### config.mk
export PLATFORM = sky130hd
export DESIGN_NAME = pkt_pingpong_ctrl_flat
export DESIGN_NICKNAME = d
export VERILOG_FILES = /design/src/rtl/pkt_pingpong_ctrl_if.sv /design/src/rtl/pkt_pingpong_ctrl.sv /design/src/flat_wrapper.sv
export SDC_FILE = /design/constraint.sdc
export NUM_CORES = 1
export LEC_CHECK = 0
export CAP_MARGIN = 20
export CELL_PAD_IN_SITES_DETAIL_PLACEMENT = 1
export CELL_PAD_IN_SITES_GLOBAL_PLACEMENT = 2
export CORE_MARGIN = 3
export CORE_UTILIZATION = 37
export CTS_BUF_LIST = sky130_fd_sc_hd__clkbuf_16
export DETAILED_ROUTE_END_ITERATION = 10
export GPL_ROUTABILITY_DRIVEN = 1
export PLACE_DENSITY_LB_ADDON = 0.1
export SLEW_MARGIN = 30
export SYNTH_ARGS = -nofsm -noshare
export SYNTH_HDL_FRONTEND = slang
export SYNTH_SLANG_ARGS = --single-unit
### constraint.sdc
create_clock -name clk -period 3.5 [get_ports clk]
set_clock_uncertainty 0.05 [all_clocks]
set_input_delay 0.35 -clock clk [delete_from_list [all_inputs] [get_ports clk]]
set_output_delay 0.35 -clock clk [all_outputs]
set_load 0.01 [all_outputs]
### src/rtl/pkt_pingpong_ctrl_if.sv
// Handshake and FIFO-control bundle between the packet source, the two
// ping-pong FIFOs, the read sequencer and pkt_pingpong_ctrl.
interface pkt_pingpong_ctrl_if #(
    parameter int LEN_W  = 8,
    parameter int FREE_W = 7
);
    logic              in_valid_in;
    logic              in_sop_in;
    logic [LEN_W-1:0]  in_length_in;
    logic              in_ready_out;
    logic              fifo1_wr_en;
    logic              fifo2_wr_en;
    logic [FREE_W-1:0] fifo1_free_in;
    logic [FREE_W-1:0] fifo2_free_in;
    logic              fifo1_rd_en_in;
    logic              fifo2_rd_en_in;
    logic              cut_1to2_out;
    logic              cut_2to1_out;

    // Controller side
    modport slave (
        input  in_valid_in, in_sop_in, in_length_in,
        input  fifo1_free_in, fifo2_free_in,
        input  fifo1_rd_en_in, fifo2_rd_en_in,
        output in_ready_out, fifo1_wr_en, fifo2_wr_en,
        output cut_1to2_out, cut_2to1_out
    );

    // Packet source / FIFO / read sequencer side
    modport master (
        output in_valid_in, in_sop_in, in_length_in,
        output fifo1_free_in, fifo2_free_in,
        output fifo1_rd_en_in, fifo2_rd_en_in,
        input  in_ready_out, fifo1_wr_en, fifo2_wr_en,
        input  cut_1to2_out, cut_2to1_out
    );
endinterface

### src/rtl/pkt_pingpong_ctrl.sv
// Packet-level ping-pong controller: steers whole packets alternately into
// FIFO1/FIFO2, keeps a per-FIFO queue of committed packet lengths, follows
// the read sequencer's read strobes and issues cut strobes so the read side
// switches FIFO only at packet boundaries.
module pkt_pingpong_ctrl #(
    parameter int LEN_W      = 8,
    parameter int FREE_W     = 7,
    parameter int PKTQ_DEPTH = 4
) (
    input  logic               clk,
    input  logic               rst_n,
    pkt_pingpong_ctrl_if.slave bus
);

    localparam int PTR_W = (PKTQ_DEPTH > 1) ? $clog2(PKTQ_DEPTH) : 1;
    localparam int CNT_W = $clog2(PKTQ_DEPTH + 1);
    localparam int CMP_W = (LEN_W > FREE_W) ? LEN_W : FREE_W;

    localparam logic SIDE_F1 = 1'b0;
    localparam logic SIDE_F2 = 1'b1;

    typedef enum logic {W_IDLE, W_PKT} wr_state_t;

    // Write side
    wr_state_t        wr_state, wr_state_nxt;
    logic             wr_tgt;
    logic [LEN_W-1:0] wr_rem;
    logic [LEN_W-1:0] wr_len;

    // Read side
    logic             rd_side;
    logic             drained;
    logic [LEN_W-1:0] rd_rem;

    // Per-FIFO committed-length queues, index 0 = FIFO1, 1 = FIFO2
    logic [LEN_W-1:0] q_mem [2][PKTQ_DEPTH];
    logic [PTR_W-1:0] q_wp  [2];
    logic [PTR_W-1:0] q_rp  [2];
    logic [CNT_W-1:0] q_cnt [2];
    logic [1:0]       q_empty, q_full, q_push, q_pop;

    // Combinational helpers
    logic             ready_raw, accept, len_zero, wr_word, start_pkt, commit;
    logic [LEN_W-1:0] commit_len;
    logic [CMP_W-1:0] free_tgt;
    logic             cut_12, cut_21, cut_any, eff_side, rd_hit, pop;
    logic [LEN_W-1:0] pop_len;

    function automatic logic [PTR_W-1:0] ptr_inc(input logic [PTR_W-1:0] p);
        return (p == PTR_W'(PKTQ_DEPTH - 1)) ? '0 : p + 1'b1;
    endfunction

    // Queue occupancy flags and admission inputs for the current write target
    always_comb begin
        // NOTE: every always_comb output gets a default before any branch so
        // no path leaves it unassigned and no latch is inferred.
        q_empty = '0;
        q_full  = '0;
        for (int i = 0; i < 2; i++) begin
            q_empty[i] = (q_cnt[i] == '0);
            q_full[i]  = (q_cnt[i] == CNT_W'(PKTQ_DEPTH));
        end
        free_tgt = (wr_tgt == SIDE_F2) ? CMP_W'(bus.fifo2_free_in)
                                       : CMP_W'(bus.fifo1_free_in);
        len_zero = (bus.in_length_in == '0);
    end

    // Write FSM state register
    always_ff @(posedge clk or negedge rst_n) begin
        // NOTE: sequential state uses non-blocking assignments so every flop
        // samples pre-edge values regardless of block ordering.
        if (!rst_n) wr_state <= W_IDLE;
        else        wr_state <= wr_state_nxt;
    end

    // Write FSM next-state: enter W_PKT on a multi-word sop, leave on last word
    always_comb begin
        wr_state_nxt = wr_state;
        case (wr_state)
            W_IDLE: if (start_pkt && bus.in_length_in != LEN_W'(1)) wr_state_nxt = W_PKT;
            W_PKT:  if (accept && wr_rem == LEN_W'(1))              wr_state_nxt = W_IDLE;
            default: wr_state_nxt = W_IDLE;
        endcase
    end

    // Write FSM outputs: admission, FIFO write strobes and packet commit
    always_comb begin
        ready_raw  = 1'b0;
        commit     = 1'b0;
        commit_len = wr_len;
        case (wr_state)
            W_IDLE: begin
                // Only a sop with a nonzero length must fit; anything else is
                // consumed and dropped.
                if (bus.in_sop_in && !len_zero)
                    ready_raw = (free_tgt >= CMP_W'(bus.in_length_in)) && !q_full[wr_tgt];
                else
                    ready_raw = 1'b1;
            end
            W_PKT:   ready_raw = 1'b1;
            default: ready_raw = 1'b0;
        endcase

        // Outputs are forced low while reset is asserted, even mid-packet.
        accept    = rst_n && ready_raw && bus.in_valid_in;
        start_pkt = accept && (wr_state == W_IDLE) && bus.in_sop_in && !len_zero;
        wr_word   = start_pkt || (accept && wr_state == W_PKT);

        if (start_pkt && bus.in_length_in == LEN_W'(1)) begin
            commit     = 1'b1;
            commit_len = bus.in_length_in;
        end else if (accept && wr_state == W_PKT && wr_rem == LEN_W'(1)) begin
            commit     = 1'b1;
            commit_len = wr_len;
        end

        q_push = '0;
        if (commit) q_push[wr_tgt] = 1'b1;

        bus.in_ready_out = rst_n && ready_raw;
        bus.fifo1_wr_en  = wr_word && (wr_tgt == SIDE_F1);
        bus.fifo2_wr_en  = wr_word && (wr_tgt == SIDE_F2);
    end

    // Write datapath: remaining-word count, packet length, target toggle
    always_ff @(posedge clk or negedge rst_n) begin
        if (!rst_n) begin
            wr_tgt <= SIDE_F1;
            wr_rem <= '0;
            wr_len <= '0;
        end else begin
            if (start_pkt) begin
                wr_rem <= bus.in_length_in - 1'b1;
                wr_len <= bus.in_length_in;
            end else if (accept && wr_state == W_PKT) begin
                wr_rem <= wr_rem - 1'b1;
            end
            if (commit) wr_tgt <= ~wr_tgt;
        end
    end

    // Read side decode: cut strobes and which FIFO a read strobe belongs to
    always_comb begin
        cut_12  = drained && (rd_side == SIDE_F1) && !q_empty[1];
        cut_21  = drained && (rd_side == SIDE_F2) && !q_empty[0];
        cut_any = cut_12 || cut_21;

        // In the cut cycle the read sequencer is already on the new side.
        eff_side = cut_any ? ~rd_side : rd_side;
        rd_hit   = (eff_side == SIDE_F2) ? bus.fifo2_rd_en_in : bus.fifo1_rd_en_in;
        pop      = rd_hit && (rd_rem == '0) && !q_empty[eff_side];
        pop_len  = q_mem[eff_side][q_rp[eff_side]];

        q_pop = '0;
        if (pop) q_pop[eff_side] = 1'b1;

        bus.cut_1to2_out = rst_n && cut_12;
        bus.cut_2to1_out = rst_n && cut_21;
    end

    // Read tracking: active side, words left in the current packet, drained flag
    always_ff @(posedge clk or negedge rst_n) begin
        if (!rst_n) begin
            rd_side <= SIDE_F1;
            rd_rem  <= '0;
            drained <= 1'b0;
        end else begin
            if (cut_any) begin
                rd_side <= ~rd_side;
                drained <= 1'b0;
            end
            // NOTE: with non-blocking assignments the last one in program order
            // wins, so a single-word pop in the cut cycle re-sets drained.
            if (pop) begin
                rd_rem  <= pop_len - 1'b1;
                drained <= (pop_len == LEN_W'(1));
            end else if (rd_hit && rd_rem != '0) begin
                rd_rem <= rd_rem - 1'b1;
                if (rd_rem == LEN_W'(1)) drained <= 1'b1;
            end
        end
    end

    // Length-queue pointers and counts; a push and pop together keep the count
    always_ff @(posedge clk or negedge rst_n) begin
        if (!rst_n) begin
            for (int i = 0; i < 2; i++) begin
                q_wp[i]  <= '0;
                q_rp[i]  <= '0;
                q_cnt[i] <= '0;
            end
        end else begin
            for (int i = 0; i < 2; i++) begin
                if (q_push[i]) q_wp[i] <= ptr_inc(q_wp[i]);
                if (q_pop[i])  q_rp[i] <= ptr_inc(q_rp[i]);
                case ({q_push[i], q_pop[i]})
                    2'b10:   q_cnt[i] <= q_cnt[i] + 1'b1;
                    2'b01:   q_cnt[i] <= q_cnt[i] - 1'b1;
                    default: q_cnt[i] <= q_cnt[i];
                endcase
            end
        end
    end

    // Length-queue storage
    always_ff @(posedge clk) begin
        // NOTE: storage is not reset; the reset pointers and counts guarantee
        // no entry is read before it has been written.
        for (int i = 0; i < 2; i++) begin
            if (q_push[i]) q_mem[i][q_wp[i]] <= commit_len;
        end
    end

endmodule

### src/flat_wrapper.sv
// flat-port wrapper written by rule: the top's interface ports become plain ports
module pkt_pingpong_ctrl_flat 
#(
    parameter int LEN_W      = 8,
    parameter int FREE_W     = 7,
    parameter int PKTQ_DEPTH = 4
)
  (clk, rst_n, bus_in_valid_in, bus_in_sop_in, bus_in_length_in, bus_fifo1_free_in, bus_fifo2_free_in, bus_fifo1_rd_en_in, bus_fifo2_rd_en_in, bus_in_ready_out, bus_fifo1_wr_en, bus_fifo2_wr_en, bus_cut_1to2_out, bus_cut_2to1_out);
  pkt_pingpong_ctrl_if #(.LEN_W(LEN_W), .FREE_W(FREE_W)) bus_i ();
  input  logic clk;
  input  logic rst_n;
  input wire logic [$bits(bus_i.in_valid_in)-1:0] bus_in_valid_in;
  input wire logic [$bits(bus_i.in_sop_in)-1:0] bus_in_sop_in;
  input wire logic [$bits(bus_i.in_length_in)-1:0] bus_in_length_in;
  input wire logic [$bits(bus_i.fifo1_free_in)-1:0] bus_fifo1_free_in;
  input wire logic [$bits(bus_i.fifo2_free_in)-1:0] bus_fifo2_free_in;
  input wire logic [$bits(bus_i.fifo1_rd_en_in)-1:0] bus_fifo1_rd_en_in;
  input wire logic [$bits(bus_i.fifo2_rd_en_in)-1:0] bus_fifo2_rd_en_in;
  output wire logic [$bits(bus_i.in_ready_out)-1:0] bus_in_ready_out;
  output wire logic [$bits(bus_i.fifo1_wr_en)-1:0] bus_fifo1_wr_en;
  output wire logic [$bits(bus_i.fifo2_wr_en)-1:0] bus_fifo2_wr_en;
  output wire logic [$bits(bus_i.cut_1to2_out)-1:0] bus_cut_1to2_out;
  output wire logic [$bits(bus_i.cut_2to1_out)-1:0] bus_cut_2to1_out;
  assign bus_i.in_valid_in = bus_in_valid_in;
  assign bus_i.in_sop_in = bus_in_sop_in;
  assign bus_i.in_length_in = bus_in_length_in;
  assign bus_i.fifo1_free_in = bus_fifo1_free_in;
  assign bus_i.fifo2_free_in = bus_fifo2_free_in;
  assign bus_i.fifo1_rd_en_in = bus_fifo1_rd_en_in;
  assign bus_i.fifo2_rd_en_in = bus_fifo2_rd_en_in;
  assign bus_in_ready_out = bus_i.in_ready_out;
  assign bus_fifo1_wr_en = bus_i.fifo1_wr_en;
  assign bus_fifo2_wr_en = bus_i.fifo2_wr_en;
  assign bus_cut_1to2_out = bus_i.cut_1to2_out;
  assign bus_cut_2to1_out = bus_i.cut_2to1_out;
  pkt_pingpong_ctrl #(.LEN_W(LEN_W), .FREE_W(FREE_W), .PKTQ_DEPTH(PKTQ_DEPTH)) u_core (.clk(clk), .rst_n(rst_n), .bus(bus_i));
endmodule
==> flow_metrics.py, run 1 <==
metrics = {
    "detailed_routing": {
        "via_per_inst": 5.177,
        "route.vias.total": 3717,
        "drtIter0Drc": 193,
        "drc_errors": 0,
        "finalWirelength_um": 12980,
        "ant_nets": 0,
        "wl_per_cell_um": 18.08,
        "detail_route.first_pass.iterations": 4,
    },
    "floorplan": {
        "ios": 33,
        "coreArea_um2": 14640,
        "rows": 44,
        "die_y_um": 128.8,
        "dieArea_um2": 16580,
        "initial_core_util": 0.3807,
        "die_x_um": 128.8,
    },
    "cts": {
        "insertion_delay_ns": 0.35,
        "cts_max_level": 3,
        "cts_made_buffers": 9,
        "clock_path_buffers": 2,
        "clock_sinks": 106,
        "cts_root_buf": "clkbuf_16",
        "tritoncts": "yes",
        "clkTransAtPathRegs_ns": 0.07,
    },
    "finish": {
        "area_growth_pct": 19.68,
        "drive_gt1_frac": 0.2022,
        "nFillCells": 1533,
        "nNetsFinal": 587,
        "layout_commonest_cell": "edfxtp_1",
        "final_area_um2": 6673,
        "num_antenna_cells": 0,
        "post-route-util": 0.4557,
        "final_cell_mix": "edfxtp_1 (64), buf_4 (41), dfrtp_1 (41)",
    },
    "job": {
        "maxCapViolations": 0,
    },
    "place": {
        "gp_congestion": 0.7711,
        "dp_hpwl_um": 9837,
        "port_buffers": 32,
        "placed_area_um2": 6316,
    },
    "synth": {
        "syn_area_per_cell_um2": 12.15,
        "syn-num-nets": 517,
        "syn_inst": 459,
        "yosysSeqAreaShare": 0.5332,
        "ys_types": 61,
        "synth_flop_cell": "edfxtp_1",
        "synth_edf_count": 64,
        "synth-async-reset-ratio": 0.3962,
        "ys_ff_latch": 106,
        "ys.warnings.count": 0,
        "synth_area_um2": 5575,
    },
    "power": {
        "p_leak_nw": 2.639,
        "swShare": 0.3077,
        "internal_power_mw": 2.482,
        "pwr-share-seq": 0.486,
        "ir_worst_vdd_mv": 0.2984,
        "p_per_area_nw_per_um2": 537.3,
        "combPwrFrac": 0.245,
        "clkPwrFrac": 0.269,
        "p_sw_mw": 1.103,
    },
    "timing": {
        "finalCritPeriodShare": 0.9393,
        "max_freq_ghz": 0.3042,
        "fin_tns_setup_ns": 0,
        "setup_violations": 0,
        "rsz0062_at_grt": "no",
        "max_slew_margin": 0.6046,
        "worst_slew_pin_slew_ns": 0.5891,
        "hold_violations": 0,
        "slew_viol_final": 0,
        "period_needed_ns": 3.288,
    },
    "global_routing": {
        "track_usage": 0.1701,
        "first_global_vias": 3996,
        "grt_max_degree": 25,
        "grt_pass1_wl_um": 21470,
        "antenna_found_initial": 0,
        "grt_overflow": 0,
    },
    "worst_hold_path": {
        "min_path_type": "flip-flop to flip-flop",
        "hold_path_depth": 1,
        "min_to": "u_core.wr_len[7]$_DFFE_PN0N_",
        "hp-start": "u_core.wr_len[7]$_DFFE_PN0N_",
    },
    "critical_path": {
        "arrival_ns": 3.52,
        "r2r_cells": 14,
        "r2r-end": "u_core.q_cnt[5]$_DFFE_PN0P_",
        "crit_path_max_incr_delay_ns": 0.48,
        "rrSetupSlack_ns": 0.21,
        "crit_path_start_kind": "flip-flop",
        "path_max_fanout": 8,
        "r2r-start": "u_core.wr_tgt$_DFFE_PN0N_",
        "path_class": "flip-flop to flip-flop",
        "slowest_stage": "dfrtp_2",
        "path_cells": "mux2_2 > ha_1 > a21o_1 > a21oi_1 > o21ai_2 > a31oi_2 > nor2_1 > inv_1 > ha_1 > inv_1 > fa_1 > xor2_1 > nor2_1 > xor2_1",
        "end_kind": "flip-flop",
        "crit_required_ns": 3.73,
    },
    "status": {
        "outcome": "finished clean",
    },
}
-- cells by family after synthesis --
group | after synthesis | synth area share
AND/OR/NAND/NOR | 136 | 0.1306
buffers and inverters | 44 | 0.03299
XOR/XNOR | 28 | 0.04399
AO/OA/AOI/OAI | 63 | 0.07989
flip-flops | 106 | 0.5332
adder cells (fa/ha/maj) | 30 | 0.07002
multiplexers | 52 | 0.1093
-- layer usage --
layer / wire [µm] / part of all wire / track usage
met3: 288 / 0.022 / 0.03362
met5: 0 / 0 / 0
met2: 6230 / 0.48 / 0.2759
met4: 175 / 0.013 / 0.05312
met1: 6288 / 0.48 / 0.2309
-- flip-flops by register name (all words and copies together), names as in the netlist --
| register | cells |
|---|---|
| u_core.wr_state | 1 |
| u_core.q_rp | 4 |
| u_core.q_cnt | 6 |
| u_core.wr_len | 8 |
| u_core.rd_side | 1 |
| u_core.rd_rem | 8 |
| u_core.q_mem | 64 |
| u_core.q_wp | 4 |
| u_core.wr_tgt | 1 |
| u_core.wr_rem | 8 |
| u_core.drained | 1 |
-- final cells by class --
type,count,area [µm²],area share
inverters,29,108.9,0.01631
flip-flops and latches,106,2974,0.4457
repair buffers,74,638.1,0.09563
clock inverters,7,52.55,0.007875
multi-input cells,309,2444,0.3662
well taps,184,230.2,0.03450
clock buffers,9,225.2,0.03375
-- what timing repair did --
item,CTS,global route
setup endpoints to repair,5,5
hold endpoints to repair,39,0
hold buffers,1,0
pin swaps,0,2
cloned,0,0
resized for setup,2,7
buffers inserted,2,3
-- critical path, delay by kind of cell, from the launching register on --
kind / cells / cell delay (ns)
xor+xnor: 2 / 0.30
compound gates: 4 / 0.85
simple gates: 2 / 0.21
fa+ha+maj: 3 / 0.82
flops: 1 / 0.48
buf+inv: 2 / 0.12
mux: 1 / 0.36
-- per-stage QoR --
step | total power [mW] | instances | setup WS (ns) | hold WS (ns)
CTS | 3.617 | 715 | 0.01983 | 0.4584
global route | 3.815 | 718 | 0.01531 | 0.4704
floorplan | 2.298 | 459 | 0.1438 | 0.004409
detailed placement | 2.621 | 696 | -0.1072 | 0.3694
finish | 3.585 | 718 | 0.2123 | 0.4490
global placement | 2.589 | 696 | 0.02407 | 0.3664
-- power by group through the flow --
stage,Clock (mW),Combinational [mW],Sequential [mW]
after global routing,1.05,0.999,1.77
final,0.965,0.879,1.74
after CTS,1.00,0.877,1.74
after floorplan,0,0.598,1.70
after global placement,0,0.831,1.76
after detailed placement,0,0.853,1.77
-- cell usage after synthesis (3+ instances only) --
cell type,instances,area (µm²)
o21ai_0,15,75.07
dfrtp_1,42,1051
buf_2,9,45.04
nor2b_1,10,62.56
a21oi_1,11,55.05
xor2_1,13,113.9
or3_1,3,18.77
xnor2_1,15,131.4
o31ai_1,3,22.52
nand4_1,4,25.02
and2_1,9,56.30
nor2_1,33,123.9
a21o_1,4,30.03
clkbuf_1,3,11.26
nand2b_1,5,31.28
mux2i_1,17,170.2
or4_1,3,22.52
nor4_1,4,25.02
mux2_2,31,349.1
nand2_1,33,123.9
o311ai_1,3,26.28
a31oi_1,4,25.02
mux4_2,4,90.09
nand3_1,10,50.05
inv_1,28,105.1
edfxtp_1,64,1922
nor3_1,9,45.04
ha_1,28,350.3
-- worst max-delay path by stage --
stage	start	endpoint	slack (ns)
after detailed placement	bus_fifo2_free_in[0]	u_core.q_cnt[5]$_DFFE_PN0P_	-0.11
after global placement	bus_fifo2_free_in[0]	u_core.q_cnt[2]$_DFFE_PN0P_	0.02
after floorplan	u_core.wr_tgt$_DFFE_PN0N_	u_core.q_cnt[5]$_DFFE_PN0P_	0.14
final	u_core.wr_tgt$_DFFE_PN0N_	u_core.q_cnt[5]$_DFFE_PN0P_	0.21
after CTS	u_core.wr_tgt$_DFFE_PN0N_	bus_fifo2_wr_en	0.02
after global routing	u_core.wr_tgt$_DFFE_PN0N_	u_core.q_cnt[2]$_DFFE_PN0P_	0.02
(Power assumes the default switching activity.)
==> run 2: changes to the inputs <==
--- a/config.mk
+++ b/config.mk
@@ -14,6 +14,7 @@
 export DETAILED_ROUTE_END_ITERATION = 10
 export GPL_ROUTABILITY_DRIVEN = 1
 export PLACE_DENSITY_LB_ADDON = 0.1
+export RECOVER_POWER = 25
 export SLEW_MARGIN = 30
 export SYNTH_ARGS = -nofsm -noshare
 export SYNTH_HDL_FRONTEND = slang
==> run 2 against run 1 <==
  * Sequential power about the same
  * First-iteration DRC count rose by 1.6%
  * Combinational power decreased by 0.5%
  * Register-to-register slack lost 0.02 ns
==> flow_metrics.py, run 2 (same netlist as run 1, synthesis figures left out) <==
metrics = {
    "job": {
        "maxCapViolations": 0,
    },
    "power": {
        "clkPwrFrac": 0.270,
        "combPwrFrac": 0.244,
        "p_per_area_nw_per_um2": 537.4,
        "p_leak_nw": 2.624,
        "internal_power_mw": 2.479,
        "p_sw_mw": 1.101,
        "swShare": 0.3076,
        "total_power_mw": 3.581,
        "ir_worst_vdd_mv": 0.2983,
        "pwr-share-seq": 0.486,
    },
    "critical_path": {
        "arrival_ns": 3.49,
        "slowest_stage": "clkbuf_1",
        "crit_path_max_incr_delay_ns": 0.89,
        "crit_required_ns": 3.69,
        "path_class": "flip-flop to flip-flop",
        "cp_num_buf_inv": 1,
        "path_delay_family": "buffers and inverters",
        "path_cells": "mux2_2 > ha_1 > a21o_1 > a21o_1 > a21oi_2 > o21a_1 > nor2_1 > clkbuf_1 > mux2_2",
        "path_max_fanout": 23,
        "crit_path_start_kind": "flip-flop",
        "end_kind": "flip-flop",
    },
    "cts": {
        "clock_sinks": 106,
        "clkTransAtPathRegs_ns": 0.07,
        "clock_path_buffers": 2,
        "tritoncts": "yes",
        "cts_max_level": 3,
        "cts_made_buffers": 9,
        "insertion_delay_ns": 0.35,
        "cts_root_buf": "clkbuf_16",
    },
    "place": {
        "port_buffers": 32,
        "gp_congestion": 0.7711,
        "placed_area_um2": 6316,
        "dp_hpwl_um": 9837,
        "post-place-cells": 696,
    },
    "floorplan": {
        "rows": 44,
        "initial_core_util": 0.3807,
        "dieArea_um2": 16580,
        "die_x_um": 128.8,
        "die_y_um": 128.8,
        "coreArea_um2": 14640,
        "ios": 33,
    },
    "timing": {
        "fin_tns_setup_ns": 0,
        "max_freq_ghz": 0.3024,
        "rsz0062_at_grt": "no",
        "slew_viol_final": 0,
        "period_needed_ns": 3.307,
        "whs_ns": 0.4490,
        "setup_violations": 0,
        "worst_slew_pin_slew_ns": 1.173,
        "hold_violations": 0,
        "max_slew_margin": 0.2180,
        "finalCritPeriodShare": 0.9447,
    },
    "detailed_routing": {
        "via_per_inst": 5.180,
        "finalWirelength_um": 12970,
        "drtIter0Drc": 196,
        "route.vias.total": 3719,
        "detail_route.first_pass.iterations": 4,
        "wl_per_cell_um": 18.06,
        "drc_errors": 0,
        "ant_nets": 0,
    },
    "global_routing": {
        "grt_pass1_wl_um": 21470,
        "antenna_found_initial": 0,
        "first_global_vias": 3996,
        "track_usage": 0.1701,
        "grt_overflow": 0,
        "grt_max_degree": 25,
    },
    "finish": {
        "layout_commonest_cell": "edfxtp_1",
        "num_antenna_cells": 0,
        "instances_no_fill": 718,
        "final_cell_mix": "edfxtp_1 (64), dfrtp_1 (41), buf_4 (39)",
        "area_growth_pct": 19.52,
        "largest_reg_flops": 64,
        "nNetsFinal": 587,
        "final_area_um2": 6664,
        "drive_gt1_frac": 0.1966,
    },
    "status": {
        "outcome": "finished clean",
    },
    "worst_hold_path": {
        "min_path_type": "flip-flop to flip-flop",
    },
}
run 2: cell types whose count changed in the layout (fill, tap and decap cells not counted):
| cell | before | now |
|---|---|---|
| buf_2 | 1 | 0 |
| buf_4 | 41 | 39 |
| clkbuf_1 | 0 | 3 |
| o311ai_0 | 1 | 2 |
| o311ai_1 | 3 | 2 |
run 2: layout make-up:
type / count / area [µm²]
Fill cell: 1536 / 7980
Sequential cell: 106 / 2974
Multi-Input combinational cell: 309 / 2444
Timing Repair Buffer: 74 / 629.4
Tap cell: 184 / 230.2
Clock buffer: 9 / 225.2
Inverter: 29 / 108.9
Clock inverter: 7 / 52.55
run 2: per-layer routing:
layer	vias to the layer above	part of all wire	global-route usage
li1	1802	-	-
met1	1874	0.48	0.2309
met2	32	0.48	0.2759
met3	11	0.022	0.03362
met4	0	0.013	0.05312
met5	-	0	0
run 2: worst paths after layout:
kind | start | endpoint | slack, ns | depth (start not counted)
min reg2reg | u_core.wr_len[7]$_DFFE_PN0N_ | u_core.wr_len[7]$_DFFE_PN0N_ | 0.45 | 1
min | u_core.wr_len[7]$_DFFE_PN0N_ | u_core.wr_len[7]$_DFFE_PN0N_ | 0.45 | 1
max in group asynchronous | rst_n | u_core.wr_tgt$_DFFE_PN0N_ | 2.52 | 3
max reg2reg | u_core.wr_tgt$_DFFE_PN0N_ | u_core.wr_len[0]$_DFFE_PN0N_ | 0.19 | 9
max | u_core.wr_tgt$_DFFE_PN0N_ | u_core.wr_len[0]$_DFFE_PN0N_ | 0.19 | 9
min in group asynchronous | rst_n | u_core.q_cnt[0]$_DFFE_PN0P_ | 0.60 | 3
run 2: per-stage QoR:
| step | setup slack (ns) | utilization |
|---|---|---|
| 2_1_floorplan | 0.1438 | - |
| 3_3_place_gp | 0.02407 | 0.4313 |
| 3_5_place_dp | -0.1072 | 0.4313 |
| 4_1_cts | 0.01983 | 0.4525 |
| 5_1_grt | 0.008892 | 0.4551 |
| 6_report | 0.1935 | 0.4551 |
run 2: repair_timing:
action                     CTS  global route
resized for setup            2             7
hold endpoints to repair    39             0
setup buffers                2             3
setup endpoints to repair    5             5
pin swaps                    0             2
hold buffers                 1             0
run 2: power by group through the flow:
| stage | sequential [mW] | combinational (mW) | clock, mW |
|---|---|---|---|
| after floorplan | 1.70 | 0.598 | 0 |
| after global placement | 1.76 | 0.831 | 0 |
| after detailed placement | 1.77 | 0.853 | 0 |
| after CTS | 1.74 | 0.877 | 1.00 |
| after global routing | 1.77 | 0.995 | 1.05 |
| final | 1.74 | 0.875 | 0.965 |
